==> src/rtl/seq_divider_param_pkg.sv <==
// Shared RV32M types plus the divider state encoding and step limit.
package rv32i_types;

  typedef enum logic [2:0] {
    F3_MUL    = 3'b000,
    F3_MULH   = 3'b001,
    F3_MULHSU = 3'b010,
    F3_MULHU  = 3'b011,
    F3_DIV    = 3'b100,
    F3_DIVU   = 3'b101,
    F3_REM    = 3'b110,
    F3_REMU   = 3'b111
  } m_funct3_t;

  typedef enum logic [1:0] {
    DIV_IDLE = 2'd0,
    DIV_CALC = 2'd1,
    DIV_DONE = 2'd2
  } div_state_t;

  localparam int unsigned DIV_MAX_STEPS = 4;

endpackage

==> src/rtl/seq_divider_param_div_step.sv <==
// One combinational restoring-division iteration on magnitudes.
module div_step #(
  parameter int unsigned WIDTH = 32
) (
  input  logic [WIDTH-1:0] i_rem,
  input  logic [WIDTH-1:0] i_quo,
  input  logic [WIDTH-1:0] i_dvsr,
  output logic [WIDTH-1:0] o_rem,
  output logic [WIDTH-1:0] o_quo
);

  logic [WIDTH:0] w_sh;
  logic [WIDTH:0] w_diff;
  logic           w_ge;

  // rem < dvsr holds on entry, so the difference sign bit is a valid compare
  assign w_sh   = {i_rem, i_quo[WIDTH-1]};
  assign w_diff = w_sh - {1'b0, i_dvsr};
  assign w_ge   = ~w_diff[WIDTH];
  assign o_rem  = w_ge ? w_diff[WIDTH-1:0] : w_sh[WIDTH-1:0];
  assign o_quo  = {i_quo[WIDTH-2:0], w_ge};

endmodule

==> src/rtl/seq_divider_param.sv <==
// Multi-cycle RV32M divider: restoring iterations, STEPS_PER_CYCLE per clock,
// with single-cycle results for divide-by-zero and signed overflow.
module seq_divider_param
  import rv32i_types::*;
#(
  parameter int unsigned WIDTH           = 32,
  parameter int unsigned STEPS_PER_CYCLE = 1
) (
  input  logic             clk,
  input  logic             rst,
  input  logic             in_valid,
  output logic             in_ready,
  input  m_funct3_t        funct3,
  input  logic [WIDTH-1:0] dividend,
  input  logic [WIDTH-1:0] divisor,
  input  logic             flush,
  output logic             out_valid,
  input  logic             out_ready,
  output logic [WIDTH-1:0] quotient,
  output logic [WIDTH-1:0] remainder
);

  localparam int unsigned ITERS = WIDTH / STEPS_PER_CYCLE;
  localparam int unsigned CNT_W = $clog2(ITERS) + 1;
  localparam logic [WIDTH-1:0] MIN_VAL = {1'b1, {(WIDTH-1){1'b0}}};

  div_state_t       r_state;
  div_state_t       w_state_nx;
  logic [WIDTH-1:0] r_rem;
  logic [WIDTH-1:0] r_quo;
  logic [WIDTH-1:0] r_dvsr;
  logic [WIDTH-1:0] r_quotient;
  logic [WIDTH-1:0] r_remainder;
  logic [CNT_W-1:0] r_cnt;
  logic             r_neg_q;
  logic             r_neg_r;
  logic             r_in_ready;
  logic             r_out_valid;

  logic             w_signed;
  logic             w_div0;
  logic             w_ovf;
  logic             w_accept;
  logic             w_last;
  logic [WIDTH-1:0] w_dvd_mag;
  logic [WIDTH-1:0] w_dvs_mag;
  logic [WIDTH-1:0] w_q_fin;
  logic [WIDTH-1:0] w_r_fin;
  logic [WIDTH-1:0] w_rem_ch [STEPS_PER_CYCLE+1];
  logic [WIDTH-1:0] w_quo_ch [STEPS_PER_CYCLE+1];

  assign w_signed  = (funct3 == F3_DIV) || (funct3 == F3_REM);
  assign w_dvd_mag = (w_signed && dividend[WIDTH-1]) ? -dividend : dividend;
  assign w_dvs_mag = (w_signed && divisor[WIDTH-1])  ? -divisor  : divisor;
  assign w_div0    = (divisor == '0);
  assign w_ovf     = w_signed && (dividend == MIN_VAL) && (divisor == '1);
  assign w_accept  = in_valid && r_in_ready && !flush;
  assign w_last    = (r_state == DIV_CALC) && (r_cnt == CNT_W'(ITERS - 1));

  assign w_rem_ch[0] = r_rem;
  assign w_quo_ch[0] = r_quo;

  for (genvar g = 0; g < STEPS_PER_CYCLE; g++) begin : g_step
    div_step #(.WIDTH(WIDTH)) u_step (
      .i_rem  (w_rem_ch[g]),
      .i_quo  (w_quo_ch[g]),
      .i_dvsr (r_dvsr),
      .o_rem  (w_rem_ch[g+1]),
      .o_quo  (w_quo_ch[g+1])
    );
  end

  // Sign fix-up applied on the final iteration edge
  assign w_q_fin = r_neg_q ? -w_quo_ch[STEPS_PER_CYCLE] : w_quo_ch[STEPS_PER_CYCLE];
  assign w_r_fin = r_neg_r ? -w_rem_ch[STEPS_PER_CYCLE] : w_rem_ch[STEPS_PER_CYCLE];

  always_comb begin
    w_state_nx = r_state;
    if (flush) begin
      w_state_nx = DIV_IDLE;
    end else begin
      case (r_state)
        DIV_IDLE: if (in_valid) w_state_nx = (w_div0 || w_ovf) ? DIV_DONE : DIV_CALC;
        DIV_CALC: if (w_last) w_state_nx = DIV_DONE;
        DIV_DONE: if (out_ready) w_state_nx = DIV_IDLE;
        default:  w_state_nx = DIV_IDLE;
      endcase
    end
  end

  always_ff @(posedge clk or posedge rst) begin
    if (rst) begin
      r_state     <= DIV_IDLE;
      r_in_ready  <= 1'b1;
      r_out_valid <= 1'b0;
      r_rem       <= '0;
      r_quo       <= '0;
      r_dvsr      <= '0;
      r_cnt       <= '0;
      r_neg_q     <= 1'b0;
      r_neg_r     <= 1'b0;
      r_quotient  <= '0;
      r_remainder <= '0;
    end else begin
      r_state     <= w_state_nx;
      r_in_ready  <= (w_state_nx == DIV_IDLE);
      r_out_valid <= (w_state_nx == DIV_DONE);
      if (w_accept) begin
        r_rem   <= '0;
        r_quo   <= w_dvd_mag;
        r_dvsr  <= w_dvs_mag;
        r_cnt   <= '0;
        r_neg_q <= w_signed && (dividend[WIDTH-1] ^ divisor[WIDTH-1]);
        r_neg_r <= w_signed && dividend[WIDTH-1];
        if (w_div0) begin
          r_quotient  <= '1;
          r_remainder <= dividend;
        end else if (w_ovf) begin
          r_quotient  <= MIN_VAL;
          r_remainder <= '0;
        end
      end else if (r_state == DIV_CALC && !flush) begin
        r_rem <= w_rem_ch[STEPS_PER_CYCLE];
        r_quo <= w_quo_ch[STEPS_PER_CYCLE];
        r_cnt <= r_cnt + CNT_W'(1);
        if (w_last) begin
          r_quotient  <= w_q_fin;
          r_remainder <= w_r_fin;
        end
      end
      // Result registers read as zero outside DONE
      if (w_state_nx != DIV_DONE) begin
        r_quotient  <= '0;
        r_remainder <= '0;
      end
    end
  end

  assign in_ready  = r_in_ready;
  assign out_valid = r_out_valid;
  assign quotient  = r_quotient;
  assign remainder = r_remainder;

endmodule

==> config.mk <==
export PLATFORM = sky130hd
export DESIGN_NAME = seq_divider_param
export DESIGN_NICKNAME = d
export VERILOG_FILES = /design/src/rtl/seq_divider_param_pkg.sv /design/src/rtl/seq_divider_param_div_step.sv /design/src/rtl/seq_divider_param.sv
export SDC_FILE = /design/constraint.sdc
export NUM_CORES = 1
export LEC_CHECK = 0
export ABC_CLOCK_PERIOD_IN_PS = 9700
export BUFFER_PORTS_ARGS = -buffer_cell sky130_fd_sc_hd__buf_4
export CORE_ASPECT_RATIO = 1.75
export CORE_MARGIN = 3
export CORE_UTILIZATION = 55
export DETAILED_ROUTE_END_ITERATION = 8
export PLACE_DENSITY_LB_ADDON = 0.2
export SLEW_MARGIN = 10
export SYNTH_ARGS = -nofsm -noshare
export SYNTH_HDL_FRONTEND = slang
export SYNTH_HIERARCHICAL = 1
export SYNTH_SLANG_ARGS = --single-unit
==> constraint.sdc <==
create_clock -name clk -period 9.7 [get_ports clk]
set_input_delay 0.485 -clock clk [delete_from_list [all_inputs] [get_ports clk]]
set_output_delay 0.485 -clock clk [all_outputs]
set_load 0.05 [all_outputs]
==> impl_metrics.yaml <==
grt:
  busiest_layer: "met2"
  antenna_found_initial: 0
  grt_pass1_wl_um: 50800
  grtUsageMet1: 0.287
  grt_use_met2: 0.477
  grt_max_degree: 101
  grt_overflow: 0
  globalRouteMet3Util: 0.0295
  grt_pass1_vias: 10300
  grtUsageTotal: 0.259
critical_path:
  crit_chain: "inv_1 > ha_1 > fa_1 > and2b_1 > o2111ai_1 > a21oi_2 > o2111ai_1 > a211oi_2 > nor2_2 > mux2i_1 > buf_4 > and2_4 > inv_2 > mux2_1 > or4_1 > or3_1 > or3_1 > o41ai_4 > xnor2_1 > a221oi_2 > nor3_1"
  crit_required_ns: 10.00
  crit_buf_inv: 3
  r2r_slack_ns: 3.12
  cp.arrival_ns: 6.87
  start_kind: "register"
  end_kind: "register"
  critPathTopFamily: "simple AND/OR/NAND/NOR gates"
  path_class: "register to register"
  slowest_stage: "or3_1"
  crit_path_max_fanout: 25
  slowest_delay_ns: 0.58
cts:
  clock_latency_ns: 0.42
  cts-htree-levels: 4
  cts_root_buf: "clkbuf_16"
  cts_hold_buf: 0
  post-cts-setup-buffer-count: 0
  clockBufferDepth: 2
  cts.sinks: 172
  cts_buffers: 17
  cts_resized: 0
  cts_tree: "built"
  clk_pin_slew_ns: 0.07
timing:
  slew_violations: 0
  fin_crit_ns: 6.58
  final.setup.tns_ns: 0
  clock_skew_ns: 0.00570
  post-route-period-util: 0.678
  slew_headroom: 0.236
  setup-violations-final: 0
  final_hold_viol_count: 0
  fmax_mhz: 152
  rsz0062_at_grt: "no"
  worst_pin_slew_ns: 1.15
floorplanning:
  ioPinCount: 138
  die_h_um: 203
  num_rows: 71
  core_region_area_um2: 21700
  die-area_um2: 24100
  start_util: 0.562
  dieWidth_um: 119
yosys:
  yosys.area.top_type: "dfrtp_1"
  synth-seq-cells: 172
  synth_cell_types: 74
  synth_edf_count: 0
  synth_nets: 1497
  async_reset_ff_frac: 1.00
  postSynthCellCount: 1386
  yosysSeqAreaShare: 0.353
  yosys-top-cells-count: "dfrtp_1, o21ai_0, nand2_1"
  synth.area.top_cells: "dfrtp_1, xnor2_1, o21ai_0"
  synthesis.area_um2: 12200
  yosysWarnings: 6
  ys.flop_type: "dfrtp_1"
  syn_avg_cell_area_um2: 8.79
  synth_most_common_cell: "dfrtp_1"
  yosysTopAreaCellShare: 0.351
flow_run:
  cap_violations: 0
drt:
  drt-vias-per-instance: 6.13
  drcViolationCount: 0
  vias: 10600
  drt_iter0_markers: 738
  ant_nets: 0
  dr.pass1.iters: 5
  totalWireLength_um: 31700
  wl_per_cell_um: 18.2
cells_and_area:
  fillers: 1968
  drive_gt1_frac: 0.158
  antennaDiodeCount: 0
  area_growth_syn_to_layout_pct: 12.3
  final-instance-count-excl-fill: 1738
  design_area_um2: 13700
  finish.utilization: 0.632
  fin_nets: 1544
placement:
  gp_congestion: 0.884
  placed_area_um2: 13100
  detailed_place_hpwl_um: 23800
  port_buffers: 136
  placed_cells: 1706
power:
  power.leakage_nw: 5.95
  ir_drop_v: 0.000193
  powerDensity_nw_per_um2: 293
outcome:
  status: "completed"
min_path:
  hp-class: "input port to async pin"
## sequential cells by signal (all words and copies together) (netlist names)
| name | flops |
|---|---|
| r_cnt | 6 |
| in_ready | 1 |
| out_valid | 1 |
| r_rem | 32 |
| r_quo | 32 |
| quotient | 32 |
| r_state | 2 |
| r_neg_q | 1 |
| remainder | 32 |
| r_dvsr | 32 |
| r_neg_r | 1 |
## layer usage
layer	wire, um	part of all wire	up-vias
li1	-	-	5149
met1	12200	0.38	5092
met4	1500	0.047	0
met5	0	0	-
met2	16800	0.53	329
met3	1270	0.040	76
## where the power goes
group	switching, mW	leakage, nW	internal, mW
clock network	0.292	0.284	0.388
registers	0.118	2.30	0.819
logic	1.43	3.37	0.960
total	1.84	5.95	2.17
## final cells by class
type | count | area, um2 | area share
multi-input combinational | 1040 | 7110 | 0.519
tap | 292 | 365 | 0.0267
sequential | 172 | 4310 | 0.315
clock inverter | 13 | 143 | 0.0104
timing repair buffer | 150 | 1130 | 0.0823
inverter | 52 | 200 | 0.0146
clock buffer | 19 | 443 | 0.0324
## through the flow
stage / setup slack (ns) / power (mW) / hold slack (ns)
floorplan: 4.56 / 2.91 / 0.450
global placement: 3.22 / 3.24 / 0.461
detailed placement: 3.15 / 3.30 / 0.470
CTS: 3.10 / 3.99 / 0.262
global route: 2.79 / 4.27 / 0.261
finish: 3.12 / 4.01 / 0.219
## cells by family (layout without fill, tap and decap cells)
| family | Yosys count | after routing | synth area share |
|---|---|---|---|
| AO/OA/AOI/OAI | 424 | 424 | 0.240 |
| XOR/XNOR | 145 | 145 | 0.104 |
| adder cells (fa/ha/maj) | 39 | 39 | 0.0407 |
| buffers and inverters | 174 | 234 | 0.0663 |
| flip-flops | 172 | 172 | 0.353 |
| multiplexers | 26 | 26 | 0.0294 |
| AND/OR/NAND/NOR | 406 | 406 | 0.166 |
## path summary, 6_finish.rpt
| check | cells past startpoint | end | from |
|---|---|---|---|
| min in group clk | 2 | r_state[0]$_DFF_PP0_ | flush |
| hold / removal | 2 | quotient[31]$_DFFE_PP0P_ | rst |
| max in group asynchronous | 3 | r_dvsr[5]$_DFFE_PP0P_ | rst |
| setup reg to reg | 21 | remainder[26]$_DFFE_PP0P_ | r_quo[31]$_DFFE_PP0P_ |
| hold reg to reg | 2 | r_dvsr[15]$_DFFE_PP0P_ | r_dvsr[15]$_DFFE_PP0P_ |
| setup / recovery | 21 | remainder[26]$_DFFE_PP0P_ | r_quo[31]$_DFFE_PP0P_ |
## placed cells by master (no fill, tap or decap), types with 5 or more instances in the layout
cell type and count:
nor2_1 99, buf_4 150, dfrtp_1 171, mux2_4 19
a211oi_1 5, a21oi_1 78, nand2b_1 9, nor4_1 17
o41ai_1 17, nand4_1 18, mux2i_1 5, a221oi_1 41
o21ai_1 13, xnor2_1 87, a21boi_0 5, o21ai_0 103
a21o_1 19, and2_1 5, a31oi_1 10, a211o_1 18
nor2b_1 5, and3_1 8, or4_1 21, nor3_1 48
inv_1 49, clkbuf_16 17, ha_1 38, o31ai_1 23
xor2_1 58, a22o_1 32, nand2_1 101, nand3_1 29
or3_1 16, a22oi_1 26, nor3b_1 6
Power figures use the tool's default switching activity.
